File: src/rtl/hist_pkg.sv
// Shared types and constants for the histogram BRAM scheduler.
// Included by the request FIFO and the scheduler top.
package hist_pkg;

    typedef enum logic [2:0] {
        IDLE,
        RD,
        CAP,
        WR,
        CLEAR,
        DONE_WR,
        FINISHED
    } state_t;

    localparam logic [3:0] WE_ALL      = 4'b1111;
    localparam int         BIN_TO_ADDR = 2;

endpackage

File: src/rtl/hist_req_fifo.sv
// Small synchronous request FIFO holding clamped histogram bins.
// No push-to-pop bypass; flush empties it in one cycle.
module hist_req_fifo
    import hist_pkg::*;
#(
    parameter int DEPTH = 4,
    parameter int W     = 10
) (
    input  logic         clk,
    input  logic         rst_n,
    input  logic         flush,
    input  logic         push,
    input  logic         pop,
    input  logic [W-1:0] din,
    output logic [W-1:0] dout,
    output logic         full,
    output logic         empty
);

    localparam int AW = $clog2(DEPTH);

    logic [W-1:0] r_mem [DEPTH];
    logic [AW:0]  r_wptr;
    logic [AW:0]  r_rptr;

    always_ff @(posedge clk) begin
        if (push) begin
            r_mem[r_wptr[AW-1:0]] <= din;
        end
    end

    always_ff @(posedge clk or negedge rst_n) begin
        if (!rst_n) begin
            r_wptr <= '0;
            r_rptr <= '0;
        end else if (flush) begin
            r_wptr <= '0;
            r_rptr <= '0;
        end else begin
            if (push) r_wptr <= r_wptr + 1'b1;
            if (pop)  r_rptr <= r_rptr + 1'b1;
        end
    end

    assign dout  = r_mem[r_rptr[AW-1:0]];
    assign empty = (r_wptr == r_rptr);
    assign full  = (r_wptr[AW] != r_rptr[AW]) &&
                   (r_wptr[AW-1:0] == r_rptr[AW-1:0]);

endmodule

File: src/rtl/histogram_bram_scheduler.sv
// Owns the histogram BRAM port: serialised read-modify-write increments,
// clear sweep on command and the end-of-run done marker.
module histogram_bram_scheduler
    import hist_pkg::*;
#(
    parameter int          NUM_BINS   = 1024,
    parameter int          FIFO_DEPTH = 4,
    parameter logic [31:0] DONE_VALUE = 32'hffffffff
) (
    input  logic        clk,
    input  logic        reset_n,
    input  logic        upd_valid,
    output logic        upd_ready,
    input  logic [31:0] upd_bin,
    input  logic        clear_start,
    output logic        clear_busy,
    input  logic        finish,
    output logic        done_written,
    output logic [31:0] clamp_count,
    output logic [3:0]  we,
    output logic        en,
    output logic [31:0] addr,
    output logic [31:0] di,
    input  logic [31:0] dout
);

    localparam int BW = $clog2(NUM_BINS);
    localparam logic [BW-1:0] LAST_BIN = BW'(NUM_BINS - 1);

    state_t         r_state;
    state_t         w_next;
    logic [BW-1:0]  r_cur_bin;
    logic [BW-1:0]  r_cnt;
    logic [31:0]    r_old_val;
    logic [31:0]    r_clamp_count;
    logic           r_fin_pend;
    logic           r_done;

    logic           w_clamp;
    logic [BW-1:0]  w_bin;
    logic           w_push;
    logic           w_pop;
    logic           w_clear_go;
    logic           w_full;
    logic           w_empty;
    logic [BW-1:0]  w_head;
    logic [31:0]    w_cur_addr;

    assign w_clamp    = (upd_bin >= 32'(NUM_BINS));
    assign w_bin      = w_clamp ? LAST_BIN : upd_bin[BW-1:0];
    assign w_push     = upd_valid && upd_ready;
    assign w_clear_go = clear_start &&
                        (r_state == IDLE || r_state == FINISHED);
    assign w_pop      = (r_state == IDLE) && !clear_start && !w_empty;
    assign w_cur_addr = 32'(r_cur_bin) << BIN_TO_ADDR;

    assign upd_ready    = reset_n && !w_full &&
                          (r_state != CLEAR) && (r_state != FINISHED);
    assign clear_busy   = (r_state == CLEAR);
    assign done_written = r_done;
    assign clamp_count  = r_clamp_count;

    hist_req_fifo #(
        .DEPTH (FIFO_DEPTH),
        .W     (BW)
    ) u_fifo (
        .clk   (clk),
        .rst_n (reset_n),
        .flush (w_clear_go),
        .push  (w_push),
        .pop   (w_pop),
        .din   (w_bin),
        .dout  (w_head),
        .full  (w_full),
        .empty (w_empty)
    );

    always_comb begin
        w_next = r_state;
        en     = 1'b0;
        we     = 4'b0000;
        addr   = '0;
        di     = '0;
        unique case (r_state)
            IDLE: begin
                if (clear_start)     w_next = CLEAR;
                else if (!w_empty)   w_next = RD;
                else if (r_fin_pend) w_next = DONE_WR;
            end
            RD, CAP: begin
                en     = 1'b1;
                addr   = w_cur_addr;
                w_next = (r_state == RD) ? CAP : WR;
            end
            WR: begin
                en     = 1'b1;
                we     = WE_ALL;
                addr   = w_cur_addr;
                di     = (r_old_val == 32'hffffffff) ?
                         r_old_val : r_old_val + 32'd1;
                w_next = IDLE;
            end
            CLEAR: begin
                en   = 1'b1;
                we   = WE_ALL;
                addr = 32'(r_cnt) << BIN_TO_ADDR;
                if (r_cnt == LAST_BIN) w_next = IDLE;
            end
            DONE_WR: begin
                en     = 1'b1;
                we     = WE_ALL;
                addr   = 32'(NUM_BINS) << BIN_TO_ADDR;
                di     = DONE_VALUE;
                w_next = FINISHED;
            end
            FINISHED: begin
                if (clear_start) w_next = CLEAR;
            end
            default: w_next = IDLE;
        endcase
    end

    always_ff @(posedge clk or negedge reset_n) begin
        if (!reset_n) begin
            r_state       <= IDLE;
            r_cur_bin     <= '0;
            r_cnt         <= '0;
            r_old_val     <= '0;
            r_clamp_count <= '0;
            r_fin_pend    <= 1'b0;
            r_done        <= 1'b0;
        end else begin
            r_state <= w_next;
            if (w_push && w_clamp) r_clamp_count <= r_clamp_count + 32'd1;
            if (w_pop)             r_cur_bin     <= w_head;
            if (r_state == CAP)    r_old_val     <= dout;
            if (r_state == CLEAR)  r_cnt         <= r_cnt + 1'b1;
            // A clear accepted in the same cycle as finish discards it.
            if (w_clear_go) begin
                r_cnt      <= '0;
                r_fin_pend <= 1'b0;
                r_done     <= 1'b0;
            end else if (r_state == DONE_WR) begin
                r_fin_pend <= 1'b0;
                r_done     <= 1'b1;
            end else if (finish && r_state != FINISHED) begin
                r_fin_pend <= 1'b1;
            end
        end
    end

endmodule

File: config.mk
export PLATFORM = sky130hd
export DESIGN_NAME = histogram_bram_scheduler
export DESIGN_NICKNAME = d
export VERILOG_FILES = /design/src/rtl/hist_pkg.sv /design/src/rtl/hist_req_fifo.sv /design/src/rtl/histogram_bram_scheduler.sv
export SDC_FILE = /design/constraint.sdc
export NUM_CORES = 1
export LEC_CHECK = 0
export CAP_MARGIN = 5
export CORE_MARGIN = 4
export CORE_UTILIZATION = 50
export DETAILED_ROUTE_END_ITERATION = 12
export DONT_BUFFER_PORTS = 1
export GPL_TIMING_DRIVEN = 0
export MAX_ROUTING_LAYER = met4
export SYNTH_ARGS = -nofsm -noshare
export SYNTH_HDL_FRONTEND = slang
export SYNTH_SLANG_ARGS = --single-unit
export TNS_END_PERCENT = 100
File: constraint.sdc
create_clock -name clk -period 6 [get_ports clk]
set_clock_uncertainty 0.15 [all_clocks]
set_input_delay 1.2 -clock clk [delete_from_list [all_inputs] [get_ports clk]]
set_output_delay 1.2 -clock clk [all_outputs]
set_load 0.02 [all_outputs]
==> qor.csv <==
metric,value,unit
most frequent cells after synthesis,"dfrtp_1, nand2_1, mux2_2",
Die Height,129,um
WL final,17700,um
CP bufs+invs,0,
"Core Util, Final",58.4,%
CP endpoint,di[21],
Final #Nets,802,
DP Wirelength,12900,um
Antenna Nets Post-Route,0,
IO Pins,173,
Pwr Total,2280,uW
status,"finished, final reports clean",
crit path max-delay cell type,nor4_1,
CP Data Required Time,4650,ps
Tmin final,4510,ps
Pre-Repair DR Iteration Count,5,
cells after synthesis,686,
Die W,129,um
unrepaired setup endpoints after global routing,no,
drc violations,0,
"Setup violations, final",0,
vias,5477,
Mean Syn Cell Area,10.6,um^2
placed insts,886,
flop2flop setup slack,3430,ps
Die Footprint,16600,um^2
CP cell instances,"nand4_1, nor4_1, a2111oi_0, xnor2_1, o21ai_0",
worst-path fanout max,8,
Worst Path Arrival,3160,ps
GPL Wtd Cong,0.963,
Fin Setup TNS,0,ps
htree depth,4,
synthesis warning total,0,
Max Freq,0.222,GHz
initial core utilization,51.8,%
pre-CTS setup slack,2000,ps
Pwr Density,277,nW/um^2
initial antenna violation count,4,
Synth area leaders,"dfrtp_1, edfxtp_1, mux2_2",
CP Capture Type,primary output,
Hold Buf Count CTS,0,
Worst Hold Class,primary input to async pin,
core area,14100,um^2
number of max-cap violations,0,
most instantiated library cell after synthesis,dfrtp_1,
post-synth top area share,32.6,%
first-pass GRT wire length,28000,um
DR iter-0 viols,479,
Synth Flop Type,dfrtp_1,
Worst-Margin Slew,1030,ps
#FFs+latches synth,135,
Register-to-Register Path Depth,5,
Worst slew margin,30.8,%
CTS tree,built,
area grow syn2layout,12.7,%
Leakage Power,0.00346,uW
Std-Cell Rows,43,
PostCTS Resize Cnt,0,
number of global-route vias before repair,5373,
crit path launch type,flip-flop,
min setup slack post-route,1490,ps
Clock Sinks,135,
overall routing resource usage,22.2,%
RR Endpoint,u_fifo.r_wptr[2]$_DFFE_PN0P_,
grt ovf,0,
Cell variety after synth,56,
Tcrit/Tclk final,75.1,%
pin count of the biggest net entering global routing,97,
clock slew at reported path FFs,60,ps
Port Buf Inserts,0,
WS Path Type,flip-flop to primary output,
Setup Buffers After CTS,0,
WL per Instance,19.2,um
Critical Path Max Stage Delay,930,ps
worst vdd ir,205,uV
Worst setup startpoint,r_old_val[25]$_DFFE_PN0P_,
worst skew pair latency,420,ps
cts bufs inserted,17,
reg-to-reg critical path startpoint,u_fifo.r_wptr[0]$_DFFE_PN0P_,
share of cells above drive strength 1,16.7,%
"FFs w/ async S/R, synth",70.4,%
largest area contributor in the netlist,dfrtp_1,
sequential share of the synthesized area,49.0,%
WP depth,5,
Post-synth EDFFs,40,
max-slew violation count,0,
final number of hold-violating endpoints,0,
clk root buf,clkbuf_16,
Final Non-Filler Cells,922,
post-DR vias/cell,5.94,
Mapped Area,7300,um^2
Bufs on Longest Clock Path,2,
"delay-heaviest family, CP",simple AND/OR/NAND/NOR gates,
[per-layer routing]
layer / part of all wire (%) / global-route usage [%] / wire, um
met4: 2.1 / 7.60 / 370
met1: 43 / 28.2 / 7590
met2: 46 / 33.4 / 8140
met5: 0 / - / 0
met3: 9.1 / 7.43 / 1610
[through the flow]
step	instance area (um^2)	hold slack, ps
floorplan	7380	331
global placement	7600	343
detailed placement	7600	352
CTS	8220	312
global route	8230	306
finish	8230	330
[final cells by class]
class | instances | area (um^2)
Antenna cell | 4 | 10.0
Buffer | 63 | 335
Clock buffer | 24 | 503
Clock inverter | 8 | 111
Fill cell | 1174 | 5870
Inverter | 12 | 45.0
Multi-Input combinational cell | 496 | 3420
Sequential cell | 135 | 3580
Tap cell | 180 | 225
[cell families after synthesis]
| family | count (synthesis) | synth area share, % |
|---|---|---|
| XOR/XNOR | 62 | 7.44 |
| multiplexers | 56 | 10.1 |
| buffers and inverters | 75 | 5.21 |
| flip-flops | 135 | 49.0 |
| AND/OR/NAND/NOR | 272 | 20.1 |
| other | 1 | 0.0514 |
| AO/OA/AOI/OAI | 77 | 6.77 |
| adder cells (fa/ha/maj) | 8 | 1.37 |
[registers in the layout (all words and copies together), names as in the netlist, 3 cells and up]
name,flops
clamp_count,32
u_fifo.r_rptr,3
u_fifo.r_mem,40
r_cur_bin,10
r_cnt,10
u_fifo.r_wptr,3
r_state,3
r_old_val,32
[cell usage in the layout, fill, tap and decap left out, types with 8 or more instances in the layout]
| master | count |
|---|---|
| nand4_1 | 26 |
| dfrtp_1 | 95 |
| mux4_2 | 10 |
| mux2_2 | 41 |
| and3_1 | 10 |
| buf_4 | 24 |
| a31oi_1 | 11 |
| inv_1 | 11 |
| nand2_1 | 67 |
| edfxtp_1 | 40 |
| clkbuf_16 | 18 |
| nor3_1 | 21 |
| o22ai_1 | 10 |
| nor4_1 | 29 |
| o21ai_0 | 27 |
| nor2_1 | 32 |
| nand3_1 | 29 |
| ha_1 | 8 |
| clkbuf_1 | 32 |
| conb_1 | 21 |
| xnor2_1 | 23 |
| or3_1 | 19 |
| xor2_1 | 39 |
[worst min path at each step]
| stage | start | to | slack (ps) | cells after the start |
|---|---|---|---|---|
| floorplan | r_cur_bin[4]$_DFFE_PN0P_ | r_cur_bin[4]$_DFFE_PN0P_ | 330 | 1 |
| global placement | r_cur_bin[6]$_DFFE_PN0P_ | r_cur_bin[6]$_DFFE_PN0P_ | 340 | 1 |
| detailed placement | r_cur_bin[2]$_DFFE_PN0P_ | r_cur_bin[2]$_DFFE_PN0P_ | 350 | 1 |
| CTS | reset_n | r_old_val[6]$_DFFE_PN0P_ | 310 | 0 |
| global route | reset_n | r_old_val[6]$_DFFE_PN0P_ | 310 | 0 |
| finish | reset_n | r_old_val[6]$_DFFE_PN0P_ | 330 | 0 |
[power by group]
| part | total, uW | switching (uW) | leakage, uW | internal, uW |
|---|---|---|---|---|
| Sequential | 1040 | 59.3 | 0.00174 | 978 |
| Clock | 1070 | 394 | 0.000297 | 675 |
| Combinational | 170 | 108 | 0.00143 | 62.1 |
Note: power is estimated with default switching activity, not from simulation.
